## src/rtl/stack_cmd_ctrl.sv

```systemverilog
// Command sequencer for an attached LIFO: expands PUSH/POP/DUP/SWAP into push/pop strobes.
// Define STK_CTRL_COMPOUND_EN to build DUP/SWAP; otherwise opcodes 10/11 are rejected.
module stack_cmd_ctrl #(
  parameter int DEPTH = 8,
  parameter int WIDTH = 8,
  parameter int CW    = $clog2(DEPTH+1)
) (
  input  logic             clk,
  input  logic             rst,
  input  logic             cmd_valid,
  output logic             cmd_ready,
  input  logic [1:0]       cmd_op,
  input  logic [WIDTH-1:0] cmd_data,
  output logic             rsp_valid,
  input  logic             rsp_ready,
  output logic [WIDTH-1:0] rsp_data,
  output logic             rsp_err,
  output logic             stk_push,
  output logic             stk_pop,
  output logic [WIDTH-1:0] stk_din,
  input  logic [WIDTH-1:0] stk_dout,
  output logic [CW-1:0]    occupancy
);
  localparam logic [1:0] OP_PUSH = 2'b00, OP_POP = 2'b01;
  localparam logic [3:0] S_IDLE = 4'd0, S_PUSH_D = 4'd1, S_POP_A = 4'd2, S_CAP_A = 4'd3,
                         S_PUSH_A = 4'd6, S_RESP = 4'd8;
  localparam logic [CW-1:0] L_DEPTH = CW'(DEPTH);
`ifdef STK_CTRL_COMPOUND_EN
  localparam logic [1:0] OP_DUP = 2'b10, OP_SWAP = 2'b11;
  localparam logic [3:0] S_POP_B = 4'd4, S_CAP_B = 4'd5, S_PUSH_B = 4'd7;
  localparam logic [CW-1:0] L_TWO = CW'(2);
  logic [1:0]       r_op;
  logic [WIDTH-1:0] r_b;
`endif

  logic [3:0]       r_state, w_nxt;
  logic [CW-1:0]    r_occ;
  logic [WIDTH-1:0] r_a, r_din, w_din;
  logic             r_push, r_pop, r_err;
  logic             w_legal, w_push, w_pop, w_acc;

  assign w_acc = cmd_valid && (r_state == S_IDLE);

  always_comb begin
    w_legal = 1'b0;
    case (cmd_op)
      OP_PUSH: w_legal = r_occ < L_DEPTH;
      OP_POP:  w_legal = r_occ != '0;
`ifdef STK_CTRL_COMPOUND_EN
      OP_DUP:  w_legal = (r_occ != '0) && (r_occ < L_DEPTH);
      OP_SWAP: w_legal = r_occ >= L_TWO;
`endif
      default: w_legal = 1'b0;
    endcase
  end

  // Push data is chosen on the transition into a push state so stk_din is a flop.
  always_comb begin
    w_nxt = r_state;
    w_din = '0;
    case (r_state)
      S_IDLE: if (cmd_valid) begin
        if (!w_legal)               w_nxt = S_RESP;
        else if (cmd_op == OP_PUSH) begin w_nxt = S_PUSH_D; w_din = cmd_data; end
        else                        w_nxt = S_POP_A;
      end
      S_PUSH_D: w_nxt = S_RESP;
      S_POP_A:  w_nxt = S_CAP_A;
`ifdef STK_CTRL_COMPOUND_EN
      S_CAP_A: begin
        if (r_op == OP_POP)      w_nxt = S_RESP;
        else if (r_op == OP_DUP) begin w_nxt = S_PUSH_A; w_din = stk_dout; end
        else                     w_nxt = S_POP_B;
      end
      S_POP_B:  w_nxt = S_CAP_B;
      S_CAP_B:  begin w_nxt = S_PUSH_A; w_din = r_a; end
      S_PUSH_A: begin w_nxt = S_PUSH_B; w_din = (r_op == OP_DUP) ? r_a : r_b; end
      S_PUSH_B: w_nxt = S_RESP;
`else
      S_CAP_A:  w_nxt = S_RESP;
      S_PUSH_A: w_nxt = S_RESP;
`endif
      S_RESP:   if (rsp_ready) w_nxt = S_IDLE;
      default:  w_nxt = S_IDLE;
    endcase
    w_push = (w_nxt == S_PUSH_D) || (w_nxt == S_PUSH_A);
    w_pop  = (w_nxt == S_POP_A);
`ifdef STK_CTRL_COMPOUND_EN
    w_push = w_push || (w_nxt == S_PUSH_B);
    w_pop  = w_pop  || (w_nxt == S_POP_B);
`endif
  end

  always_ff @(posedge clk) begin
    if (rst) begin
      r_state <= S_IDLE;
      r_occ   <= '0;
      r_a     <= '0;
      r_din   <= '0;
      r_push  <= 1'b0;
      r_pop   <= 1'b0;
      r_err   <= 1'b0;
`ifdef STK_CTRL_COMPOUND_EN
      r_op    <= '0;
      r_b     <= '0;
`endif
    end else begin
      r_state <= w_nxt;
      r_push  <= w_push;
      r_pop   <= w_pop;
      r_din   <= w_din;
      if (r_push)     r_occ <= r_occ + CW'(1);
      else if (r_pop) r_occ <= r_occ - CW'(1);
      // A doubles as the PUSH result so rsp_data needs no extra register.
      if (w_acc) begin
        r_err <= !w_legal;
        r_a   <= (w_legal && cmd_op == OP_PUSH) ? cmd_data : '0;
`ifdef STK_CTRL_COMPOUND_EN
        r_op  <= cmd_op;
`endif
      end
      if (r_state == S_CAP_A) r_a <= stk_dout;
`ifdef STK_CTRL_COMPOUND_EN
      if (r_state == S_CAP_B) r_b <= stk_dout;
`endif
    end
  end

  assign cmd_ready = (r_state == S_IDLE);
  assign rsp_valid = (r_state == S_RESP);
  assign rsp_err   = r_err;
  assign stk_push  = r_push;
  assign stk_pop   = r_pop;
  assign stk_din   = r_din;
  assign occupancy = r_occ;
`ifdef STK_CTRL_COMPOUND_EN
  assign rsp_data  = (r_op == OP_SWAP && !r_err) ? r_b : r_a;
`else
  assign rsp_data  = r_a;
`endif
endmodule

```

## config.mk

```make
export PLATFORM = sky130hd
export DESIGN_NAME = stack_cmd_ctrl
export DESIGN_NICKNAME = d
export VERILOG_FILES = /design/src/rtl/stack_cmd_ctrl.sv
export SDC_FILE = /design/constraint.sdc
export NUM_CORES = 1
export LEC_CHECK = 0
export BUFFER_PORTS_ARGS = -buffer_cell sky130_fd_sc_hd__buf_4
export CORE_MARGIN = 3
export CORE_UTILIZATION = 30
export CTS_BUF_LIST = sky130_fd_sc_hd__clkbuf_8 sky130_fd_sc_hd__clkbuf_16
export DETAILED_ROUTE_END_ITERATION = 10
export SKIP_LAST_GASP = 1
export SYNTH_ARGS = -nofsm -noshare
export SYNTH_HDL_FRONTEND = slang
export SYNTH_SLANG_ARGS = --single-unit
```

## constraint.sdc

```tcl
create_clock -name clk -period 2.3 [get_ports clk]
set_input_delay 0.23 -clock clk [delete_from_list [all_inputs] [get_ports clk]]
set_output_delay 0.23 -clock clk [all_outputs]
set_load 0.02 [all_outputs]
```

Yosys cells after proc, flatten, opt, wreduce, memory -nomap -nowiden
Cells that the tools add are included.

cells by class
  add/subtract/negate cells = 2
  order comparisons = 1
  equal/unequal tests = 9
  mux-type cells = 11
  bitwise gates (word level) = 4
  reductions and logical operators = 11

operators by type and width
  kind                 number
  $mux 8               3
  $mux 4               5
  $pmux 4 s4           1
  $eq 4x2->1 const B   3
  $eq 4x1->1 const B   2
  $eq 4x3->1 const B   2
  $reduce_or 5->1      1
  $add 4x1->4 const B  1
  $eq 4x4->1 const B   1
  $logic_not 4->1      1
  $lt 4x4->1 const B   1
  $not 1->1            4
  $reduce_bool 2->1    2
  $reduce_bool 4->1    1
  $sub 4x1->4 const B  1
  $reduce_or 3->1      1
  $eq 2x1->1 const B   1
  $logic_and 1x1->1    2
  $logic_not 2->1      1
  $mux 2               1
  $pmux 1 s2           1
  $logic_not 1->1      1
  $logic_or 1x1->1     1

word-level totals
  bits in registers = 27
  bits of input ports = 22
  output and inout bits = 25
  word-level logic and storage cells = 45

Longest topological paths before layout
  depth after elaboration = 7
  depth in mapped cells = 6
  depth with buffers taken out = 5

Worst setup path before layout
OpenSTA, ideal clock, no wires.

  kind = flip-flop to flip-flop
  start = register r_state[0]
  end = register r_din[0] (netlist: stk_din[0])
  setup time = 0.076 ns
  arrival = 1.690 ns
  required time = 2.224 ns
  slack = 0.533 ns
  cell stages (with the launch flop) = 6
  path buffers = 2
  period minus slack after synthesis = 1.767 ns
  path through = dfxtp_1 or4_1 buf_2 or4_4 buf_6 nor3_2

between the ends
  cells in the longest elaborated chain, start to end = 3

ends and longest elaborated chain
  item                       RTL line  text
  from (decl)                36        logic [3:0] r_state, w_nxt;
  from (signal assigned)     108       r_state <= w_nxt;
  $logic_not 4->1            61        case (r_state)
  $not 1->1 (no line)        --
  $reduce_or 5->1 (no line)  --
  to (signal assigned)       111       r_din <= w_din;
  to (decl)                  38        logic [WIDTH-1:0] r_a, r_din, w_din;

Every way passes these cells.
A chain may end at the register's enable or synchronous reset.

Final worst setup path
  start = register r_state[0]
  end = output port cmd_ready

between the ends
  cells in the longest elaborated chain, start to end = 1

ends and longest elaborated chain
  item             RTL line  text
  $logic_not 4->1  129       assign cmd_ready = (r_state == S_IDLE);
  to (decl)        11        output logic cmd_ready,

Every way passes these cells.

==> out/results.txt <==
CP endpoint: cmd_ready
#FFs+latches synth: 27
Gpl congestion: 0.791
Ratio of cells with drive above 1 in the final layout: 0.350
CTS H-tree depth: 1
DRC: 0
Worst Path Arrival: 1860 ps
Maximum clock rate: 0.479 GHz
Final setup TNS: 0 ps
First-pass GRT wire length: 5600 µm
Critical setup path kind: register to output port
Number of buffers added on ports: 46
Wire length per cell: 14.3 µm
IO Count: 47
Cell count after synthesis: 136
CP required: 2070 ps
FF-to-FF End: stk_din[2]
Worst reg2reg setup slack: 320 ps
DRT antenna net count: 0
Final worst-path setup slack: 212 ps
Post-CTS setup buffer count: 0
Sequential element share of the synthesized area: 0.436
R2r startpoint: r_state[0]
Critical path capture point type: output port
Maxcap violations: 0
Core ar.: 0.00383 mm²
Async SR Flop Fraction: 0
Vias: 1,188
YS warnings: 0
Critical path launch point type: register
Status: finished clean
Leading cell types in the layout, fill and taps excluded: buf_4, dfxtp_1, nand3_1, inv_1, nand4_1
Pre-CTS setup slack: 335 ps
Post-route insts no fill: 228
Total Routing Usage GR: 0.137
CTS tree: done
CP startpoint: r_state[0]
Antenna diodes: 0
Tcrit/Tclk final: 0.908
Die height: 70.3 µm
Hold_buf cts: 0
Rows: 22
# setup viols final: 0
Die boundary width: 70.3 µm
R2R depth: 3
GR Overflow Total: 0
Period minus WS final: 2090 ps
DRT iter0 DRCs: 42
Crit Path Max Fanout: 13
Synthesized area: 0.00124 mm²
CTS Buf Count: 3
Syn_area_per_cell: 9.12 µm²
Post-synth EDFFs: 0
CTS Buffer Depth: 2
Ys flop type: dfxtp_1
Slew @ Worst Pin: 577 ps
Final Routed Wirelength: 3260 µm
Drt via density: 5.21
Clock Latency Late Sink: 270 ps
Hold slack: 181 ps
Initial Utilization: 0.324
Post_cts resized: 0
Synth unique cells: 35
Hold Path Class: input port to register
Clock-pin slew on the worst setup and hold paths: 90 ps
Setup Skew: 0.769 ps
PwrDens: 521 mW/mm²
Pin count of the biggest net entering global routing: 18
Leakage: 0.699 nW
Root buf cell: clkbuf_8
RSZ-0062 raised after global routing: false
Antenna violations before repair: 0
Slew HR: 0.611
Final hold viol count: 0
# nets final: 206
Post-synthesis net count: 161
Vias in the first global route: 1,210
Area of the die: 0.00494 mm²
Core Util, Final: 0.437
Peak VDD IR: 201 µV
Slew Viols, Final: 0
P&R area growth vs syn: 34.7%
CTS sink cnt: 27
Dpl cells: 224
DR pass1 iterations: 4
DP HPWL: 2560 µm
Most common cell after layout, fill and taps aside: buf_4
==> state kept, by name, summed over array words and instances (netlist names) <==
name       cells
r_state        4
stk_pop        1
occupancy      4
rsp_data       8
stk_push       1
rsp_err        1
stk_din        8
==> layer usage <==
metal	wire (µm)	share of wire	track usage	vias to the layer above
li1	-	-	-	584
met1	1480	0.45	0.175	549
met2	1510	0.46	0.219	49
met3	244	0.075	0.0388	6
met4	29	0.0089	0.0489	0
met5	0	0	0	-
==> how the worst min path moves through the flow <==
stage	startpoint	to	slack, ps	cells after the start
after floorplan	cmd_valid	rsp_err	340	1
after global placement	stk_dout[2]	rsp_data[2]	460	3
after detailed placement	stk_dout[1]	rsp_data[1]	460	3
after CTS	stk_dout[2]	rsp_data[2]	170	3
after global routing	stk_dout[1]	rsp_data[1]	190	3
final	stk_dout[1]	rsp_data[1]	180	3
==> through the flow <==
step | cell area [µm²] | total power (W)
floorplan | 1240 | 0.000558
global placement | 1620 | 0.000613
detailed placement | 1620 | 0.000617
CTS | 1670 | 0.000880
global route | 1670 | 0.000908
finish | 1670 | 0.000871
==> logic make-up after synthesis <==
family / count (synthesis) / share of synthesized area
XOR/XNOR: 2 / 0.0141
buffers and inverters: 21 / 0.0716
other: 1 / 0.00302
AO/OA/AOI/OAI: 20 / 0.119
AND/OR/NAND/NOR: 62 / 0.320
flip-flops: 27 / 0.436
adder cells (fa/ha/maj): 3 / 0.0363
==> layout make-up <==
cell class	instances	area [µm²]
clock buffer	3	41.3
sequential	27	541
tap	48	60.1
multi-input combinational	88	611
inverter	13	52.6
fill	393	2160
clock inverter	1	5.00
timing repair buffer	48	360
==> synth_stat cells, types with 3 or more instances <==
cell	number	area, µm²
o2111ai_1	8	70.1
dfxtp_1	27	541
nor2_1	6	22.5
buf_1	3	11.3
a21oi_1	5	25.0
nand4_1	9	56.3
inv_1	11	41.3
nand2b_1	4	25.0
nand3_1	19	95.1
nor3_2	8	80.1
==> report_power, final <==
part           total (W)  switching, W  internal [W]
clock network   0.000264      0.000143      0.000121
logic           0.000121     0.0000689     0.0000519
registers       0.000486    0.00000897      0.000477
==> critical path, cell delays in order, from the launching register on <==
cell,delay (ps)
dfxtp_1,370
or4_1,750
clkinvlp_4,290
buf_4,180
Note: power is estimated with default switching activity, not from simulation.
